File: src/rtl/split_frame_loader_if.sv
// Word-stream input and verdict output handshakes of split_frame_loader.
// The master side is the frame source plus verdict consumer; the slave side is the loader.
interface split_frame_loader_if #(
  parameter int unsigned WORD_W = 16
);
  logic              in_valid;
  logic              in_ready;
  logic [WORD_W-1:0] in_data;
  logic              in_last;
  logic              res_valid;
  logic              res_ready;
  logic              res_sat;
  logic              res_err;

  modport master (
    output in_valid, in_data, in_last, res_ready,
    input  in_ready, res_valid, res_sat, res_err
  );

  modport slave (
    input  in_valid, in_data, in_last, res_ready,
    output in_ready, res_valid, res_sat, res_err
  );
endinterface

File: src/rtl/split_frame_loader.sv
// Packs a word stream into the flat var_* vector of a split constraint module,
// samples its x output once the vector is complete, and returns a sat/error verdict.
module split_frame_loader #(
  parameter int unsigned TOTAL_BITS = 1024,
  parameter int unsigned WORD_W     = 16
) (
  input  logic                  clk,
  input  logic                  rst,
  split_frame_loader_if.slave   bus,
  output logic [TOTAL_BITS-1:0] vec_out,
  input  logic                  chk_x,
  output logic [15:0]           sat_count
);
  localparam int unsigned NWORDS = (TOTAL_BITS + WORD_W - 1) / WORD_W;
  localparam int unsigned CNT_W  = $clog2(NWORDS) + 1;
  localparam int unsigned SAT_W  = 16;
  localparam logic [CNT_W-1:0] LAST_IDX = CNT_W'(NWORDS - 1);

  typedef enum logic [1:0] {
    LOAD  = 2'd0,
    DRAIN = 2'd1,
    EVAL  = 2'd2,
    RESP  = 2'd3
  } state_t;

  state_t                state;
  state_t                state_nxt;
  logic [CNT_W-1:0]      wcnt;
  logic [TOTAL_BITS-1:0] vec_nxt;
  logic                  in_fire;
  logic                  res_fire;
  logic                  at_last_word;
  logic                  load_en;
  logic                  eval_en;
  logic                  err_en;
  logic                  res_valid_q;
  logic                  res_sat_q;
  logic                  res_err_q;

  assign in_fire      = bus.in_valid && ((state == LOAD) || (state == DRAIN));
  assign res_fire     = (state == RESP) && bus.res_ready;
  assign at_last_word = (wcnt == LAST_IDX);

  assign bus.res_valid = res_valid_q;
  assign bus.res_sat   = res_sat_q;
  assign bus.res_err   = res_err_q;

  // State register
  always_ff @(posedge clk or posedge rst) begin
    if (rst) state <= LOAD;
    else     state <= state_nxt;
  end

  // Next-state logic
  always_comb begin
    state_nxt = state;
    unique case (state)
      LOAD: begin
        if (in_fire && bus.in_last)       state_nxt = at_last_word ? EVAL : RESP;
        else if (in_fire && at_last_word) state_nxt = DRAIN;
      end
      DRAIN:   if (in_fire && bus.in_last) state_nxt = RESP;
      EVAL:    state_nxt = RESP;
      RESP:    if (bus.res_ready) state_nxt = LOAD;
      default: state_nxt = LOAD;
    endcase
  end

  // Output / control decode; a frame is in error when in_last disagrees with the word position
  always_comb begin
    bus.in_ready = 1'b0;
    load_en      = 1'b0;
    eval_en      = 1'b0;
    err_en       = 1'b0;
    unique case (state)
      LOAD: begin
        bus.in_ready = 1'b1;
        load_en      = in_fire;
        err_en       = in_fire && (bus.in_last != at_last_word);
      end
      DRAIN:   bus.in_ready = 1'b1;
      EVAL:    eval_en      = 1'b1;
      RESP:    bus.in_ready = 1'b0;
      default: bus.in_ready = 1'b0;
    endcase
  end

  // Word wcnt lands at bit offset wcnt*WORD_W; bits past TOTAL_BITS have no home and drop
  always_comb begin
    vec_nxt = vec_out;
    for (int unsigned b = 0; b < TOTAL_BITS; b++) begin
      if (CNT_W'(b / WORD_W) == wcnt) vec_nxt[b] = bus.in_data[b % WORD_W];
    end
  end

  // Datapath and verdict registers
  always_ff @(posedge clk or posedge rst) begin
    if (rst) begin
      vec_out     <= '0;
      wcnt        <= '0;
      res_valid_q <= 1'b0;
      res_sat_q   <= 1'b0;
      res_err_q   <= 1'b0;
      sat_count   <= '0;
    end else begin
      res_valid_q <= (state_nxt == RESP);
      if (load_en) begin
        vec_out <= vec_nxt;
        wcnt    <= wcnt + CNT_W'(1);
      end
      if (err_en) begin
        res_sat_q <= 1'b0;
        res_err_q <= 1'b1;
      end
      if (eval_en) begin
        res_sat_q <= chk_x;
        res_err_q <= 1'b0;
      end
      if (res_fire) begin
        wcnt <= '0;
        if (res_sat_q && (sat_count != '1)) sat_count <= sat_count + SAT_W'(1);
      end
    end
  end
endmodule
File: src/flat_wrapper.sv
// flat-port wrapper written by rule: the top's interface ports become plain ports
module split_frame_loader_flat 
#(
  parameter int unsigned TOTAL_BITS = 1024,
  parameter int unsigned WORD_W     = 16
)
  (clk, rst, vec_out, chk_x, sat_count, bus_in_valid, bus_in_data, bus_in_last, bus_res_ready, bus_in_ready, bus_res_valid, bus_res_sat, bus_res_err);
  split_frame_loader_if #(.WORD_W(WORD_W)) bus_i ();
  input  logic clk;
  input  logic rst;
  output logic [TOTAL_BITS-1:0] vec_out;
  input  logic chk_x;
  output logic [15:0] sat_count;
  input wire logic [$bits(bus_i.in_valid)-1:0] bus_in_valid;
  input wire logic [$bits(bus_i.in_data)-1:0] bus_in_data;
  input wire logic [$bits(bus_i.in_last)-1:0] bus_in_last;
  input wire logic [$bits(bus_i.res_ready)-1:0] bus_res_ready;
  output wire logic [$bits(bus_i.in_ready)-1:0] bus_in_ready;
  output wire logic [$bits(bus_i.res_valid)-1:0] bus_res_valid;
  output wire logic [$bits(bus_i.res_sat)-1:0] bus_res_sat;
  output wire logic [$bits(bus_i.res_err)-1:0] bus_res_err;
  assign bus_i.in_valid = bus_in_valid;
  assign bus_i.in_data = bus_in_data;
  assign bus_i.in_last = bus_in_last;
  assign bus_i.res_ready = bus_res_ready;
  assign bus_in_ready = bus_i.in_ready;
  assign bus_res_valid = bus_i.res_valid;
  assign bus_res_sat = bus_i.res_sat;
  assign bus_res_err = bus_i.res_err;
  split_frame_loader #(.TOTAL_BITS(TOTAL_BITS), .WORD_W(WORD_W)) u_core (.clk(clk), .rst(rst), .bus(bus_i), .vec_out(vec_out), .chk_x(chk_x), .sat_count(sat_count));
endmodule
File: config.mk
export PLATFORM = sky130hd
export DESIGN_NAME = split_frame_loader_flat
export DESIGN_NICKNAME = d
export VERILOG_FILES = /design/src/rtl/split_frame_loader_if.sv /design/src/rtl/split_frame_loader.sv /design/src/flat_wrapper.sv
export SDC_FILE = /design/constraint.sdc
export NUM_CORES = 2
export LEC_CHECK = 0
export ABC_AREA = 1
export CORE_AREA = 10 10 403 405
export DETAILED_ROUTE_END_ITERATION = 16
export DIE_AREA = 0 0 413 415
export GPL_ROUTABILITY_DRIVEN = 0
export PLACE_DENSITY_LB_ADDON = 0.15
export SLEW_MARGIN = 10
export SYNTH_ARGS = -nofsm -noshare
export SYNTH_HDL_FRONTEND = slang
export SYNTH_SLANG_ARGS = --single-unit
File: constraint.sdc
create_clock -name clk -period 52.9 [get_ports clk]
set_input_delay 5.29 -clock clk [delete_from_list [all_inputs] [get_ports clk]]
set_output_delay 5.29 -clock clk [all_outputs]
set_load 0.05 [all_outputs]
==> out/results.tsv <==
metric	value	unit
Critical Path AT	11.82	ns
clk_lat worst skew	0.74	ns
initial antenna violation count	12	
Power, Total	2.12	mW
Initial Util	0.249	
setup bufs post-CTS	0	
Area Overhead vs Synth	42.7	%
Final ANT Viol Nets	0	
RSZ-0062 raised after global routing	no	
Synth top area share	0.687	
Mapped Area	38300	sq um
fin nets	4687	
Max Slew Vio Count	0	
worst hold-check path type	register to register	
drt via density	4.43	
WL final	183	mm
total CTS buffers	121	
setup_tns	0	ns
Longest Clk Path Bufs	3	
Hold Path End	u_core.vec_out[444]$_DFFE_PP0P_	
met3 WL post-DR	14.1	mm
post_cts resized	0	
H-Tree Depth	3	
# clock sinks	1052	
drc violations	0	
worst path cell trace	clkdlybuf4s50_1, inv_8, buf_4, buf_4, buf_4, buf_4, buf_4, buf_4	
R2R depth	5	
DIE WIDTH	413	um
Worst path max stage delay	0.89	ns
Hold Startpoint	u_core.vec_out[444]$_DFFE_PP0P_	
GRT Overall Usage	0.205	
hpwl dp	125	mm
Critical-path top delay cell	buf_4	
Routed met1 length	71.4	mm
CTS Root Cell	clkbuf_16	
Gate Count Post-Synth	3725	
status	finished clean	
metal2 WL	91.1	mm
hold buffers post-CTS	0	
Detailed Routing Iterations Pass 1	5	
top area cells in the synthesized netlist	dfrtp_1 69%, o21ai_0 13%, nand2_1 11%	
Synth cell types	29	
Ys Warns	0	
required time of the critical path	53.62	ns
fin crit share	0.210	
Rel. slew slack	0.215	
fin crit period	11.10	ns
final worst slack	41.80	ns
Setup WS pre-CTS	40.80	ns
Setup violations, final	0	
worst-margin pin slew	1.18	ns
io pins	1066	
syn_nets	3752	
largest net degree at the start of global routing	171	
Setup crit end kind	asynchronous set/reset pin	
drt wl/cell	26.9	um
Worst Setup SP	rst	
cell mode on critical path	buf_4	
CP Class	primary input to asynchronous set/reset pin	
P_leak	24.0	nW
vias	30200	
sequential area share after synthesis	0.687	
Iter 0 DRT Violations	2277	
cell row count	144	
pwr/cell area	38.8	nW/um^2
Die Footprint	171000	sq um
Max FO, Critical Path	131	
first-pass GRT wire length	251	mm
CTS tree	done	
number of global-route vias before repair	29600	
Synth Area per Inst	10.3	sq um
top routing layer in use	met5	
# port buffers	1065	
reg2reg start	u_core.wcnt[4]$_DFFE_PP0P_	
Clk pin slew, worst setup/hold paths	0.06	ns
f_max	90.1	MHz
GRT Residual Overflow	0	
max-cap check violation count	0	
element type at the critical path start	primary input	
VDD IR-drop max	0.0339	mV
core area	154000	sq um
clock skew	0.0490	ns
worst reg2reg endpoint	u_core.vec_out[530]$_DFFE_PP0P_	
register-to-register setup slack	49.35	ns
share of cells above drive strength 1	0.0608	
die outline height	415	um
Hold Vio Cnt, Final	0	
Yosys top cell by area	dfrtp_1	
hold path depth	2	
Seq cells post-synth	1052	
==> cells in the final DEF, fill, tap and decap left out, types with 3 or more instances in the layout <==
master,Yosys,final
clkbuf_1,170,30
a21oi_1,4,4
clkbuf_8,0,38
diode_2,0,5
o21ai_0,1003,1003
nand3_1,21,21
nand4_1,11,11
nand2_1,1156,1156
buf_4,1,43
clkinv_16,0,4
ha_1,5,5
inv_1,42,41
nor2_1,38,38
clkinv_2,0,29
xnor2_1,4,4
clkdlybuf4s50_1,0,1065
clkinvlp_4,0,4
clkbuf_16,0,122
nand2_4,30,30
dfrtp_1,1052,1052
o21ai_1,31,31
bufinv_16,0,5
xor2_1,3,3
==> flip-flops by register name, indices dropped and copies added, names as in the netlist <==
register,cells
u_core.bus.res_valid,1
u_core.vec_out,1024
u_core.bus.res_sat,1
u_core.wcnt,7
u_core.state,2
u_core.sat_count,16
u_core.bus.res_err,1
==> critical path, delay by kind of cell <==
family,cells,cell delay [ns]
buf+inv,8,5.99
==> logic make-up (layout without fill, tap and decap cells) <==
kind of cell	Yosys count	count (layout)	share of synthesized area
AOI/OAI and AO/OA	1040	1040	0.136
adders and majority gates	5	5	0.00163
and+or+nand+nor	1265	1265	0.132
DFF	1052	1052	0.687
xor gates and xnor gates	7	7	0.00160
other	0	5	0
buffers and inverters	356	1388	0.0410
==> worst max path at each step <==
stage	slack, ns	endpoint	cells past startpoint
2_1_floorplan	18.00	u_core.bus.res_err$_DFFE_PP0P_	1
6_report	41.80	u_core.vec_out[496]$_DFFE_PP0P_	8
4_1_cts	41.63	u_core.vec_out[225]$_DFFE_PP0P_	8
3_5_place_dp	40.80	u_core.vec_out[157]$_DFFE_PP0P_	8
3_3_place_gp	40.77	u_core.vec_out[157]$_DFFE_PP0P_	8
5_1_grt	40.94	u_core.vec_out[496]$_DFFE_PP0P_	8
==> per-layer routing <==
| metal | up-vias | GRT usage |
|---|---|---|
| li1 | 14000 | - |
| met1 | 15000 | 0.238 |
| met2 | 918 | 0.356 |
| met3 | 227 | 0.0626 |
| met4 | 4 | 0.0691 |
| met5 | - | 0 |
==> power by group <==
part / internal [mW] / leakage [nW] / total (mW) / switching, mW
clock network: 0.502 / 2.00 / 0.855 / 0.353
logic: 0.0997 / 7.42 / 0.386 / 0.286
registers: 0.852 / 14.6 / 0.882 / 0.0298
==> through the flow <==
step                       util  hold WS (ns)  area [sq um]  cells
after floorplan               -         0.542         38300   3725
after detailed placement  0.328         0.471         50500   6581
after global routing      0.355         0.497         54600   6801
after global placement    0.328         0.465         50500   6581
after CTS                 0.355         0.486         54600   6801
final                     0.355         0.480         54600   6806
==> cell type report <==
class,count,area [sq um]
well taps,2044,2560
repair buffers,1109,11000
inverters,59,249
multi-input cells,2317,10400
fillers,15700,99200
clock buffers,190,3690
diodes,5,12.5
flip-flops and latches,1052,26300
clock inverters,30,400
==> synthesized netlist by cell type, drive strengths merged <==
cell type     n
nand3        21
a21boi        1
ha            5
inv          43
nand4        11
o21ai      1034
xnor2         4
clkinv       16
xor2          3
dfrtp      1052
a21oi         4
clkbuf      190
a31oi         1
nand2      1188
nor3          4
nor2         41
buf         107
(Power assumes the default switching activity.)
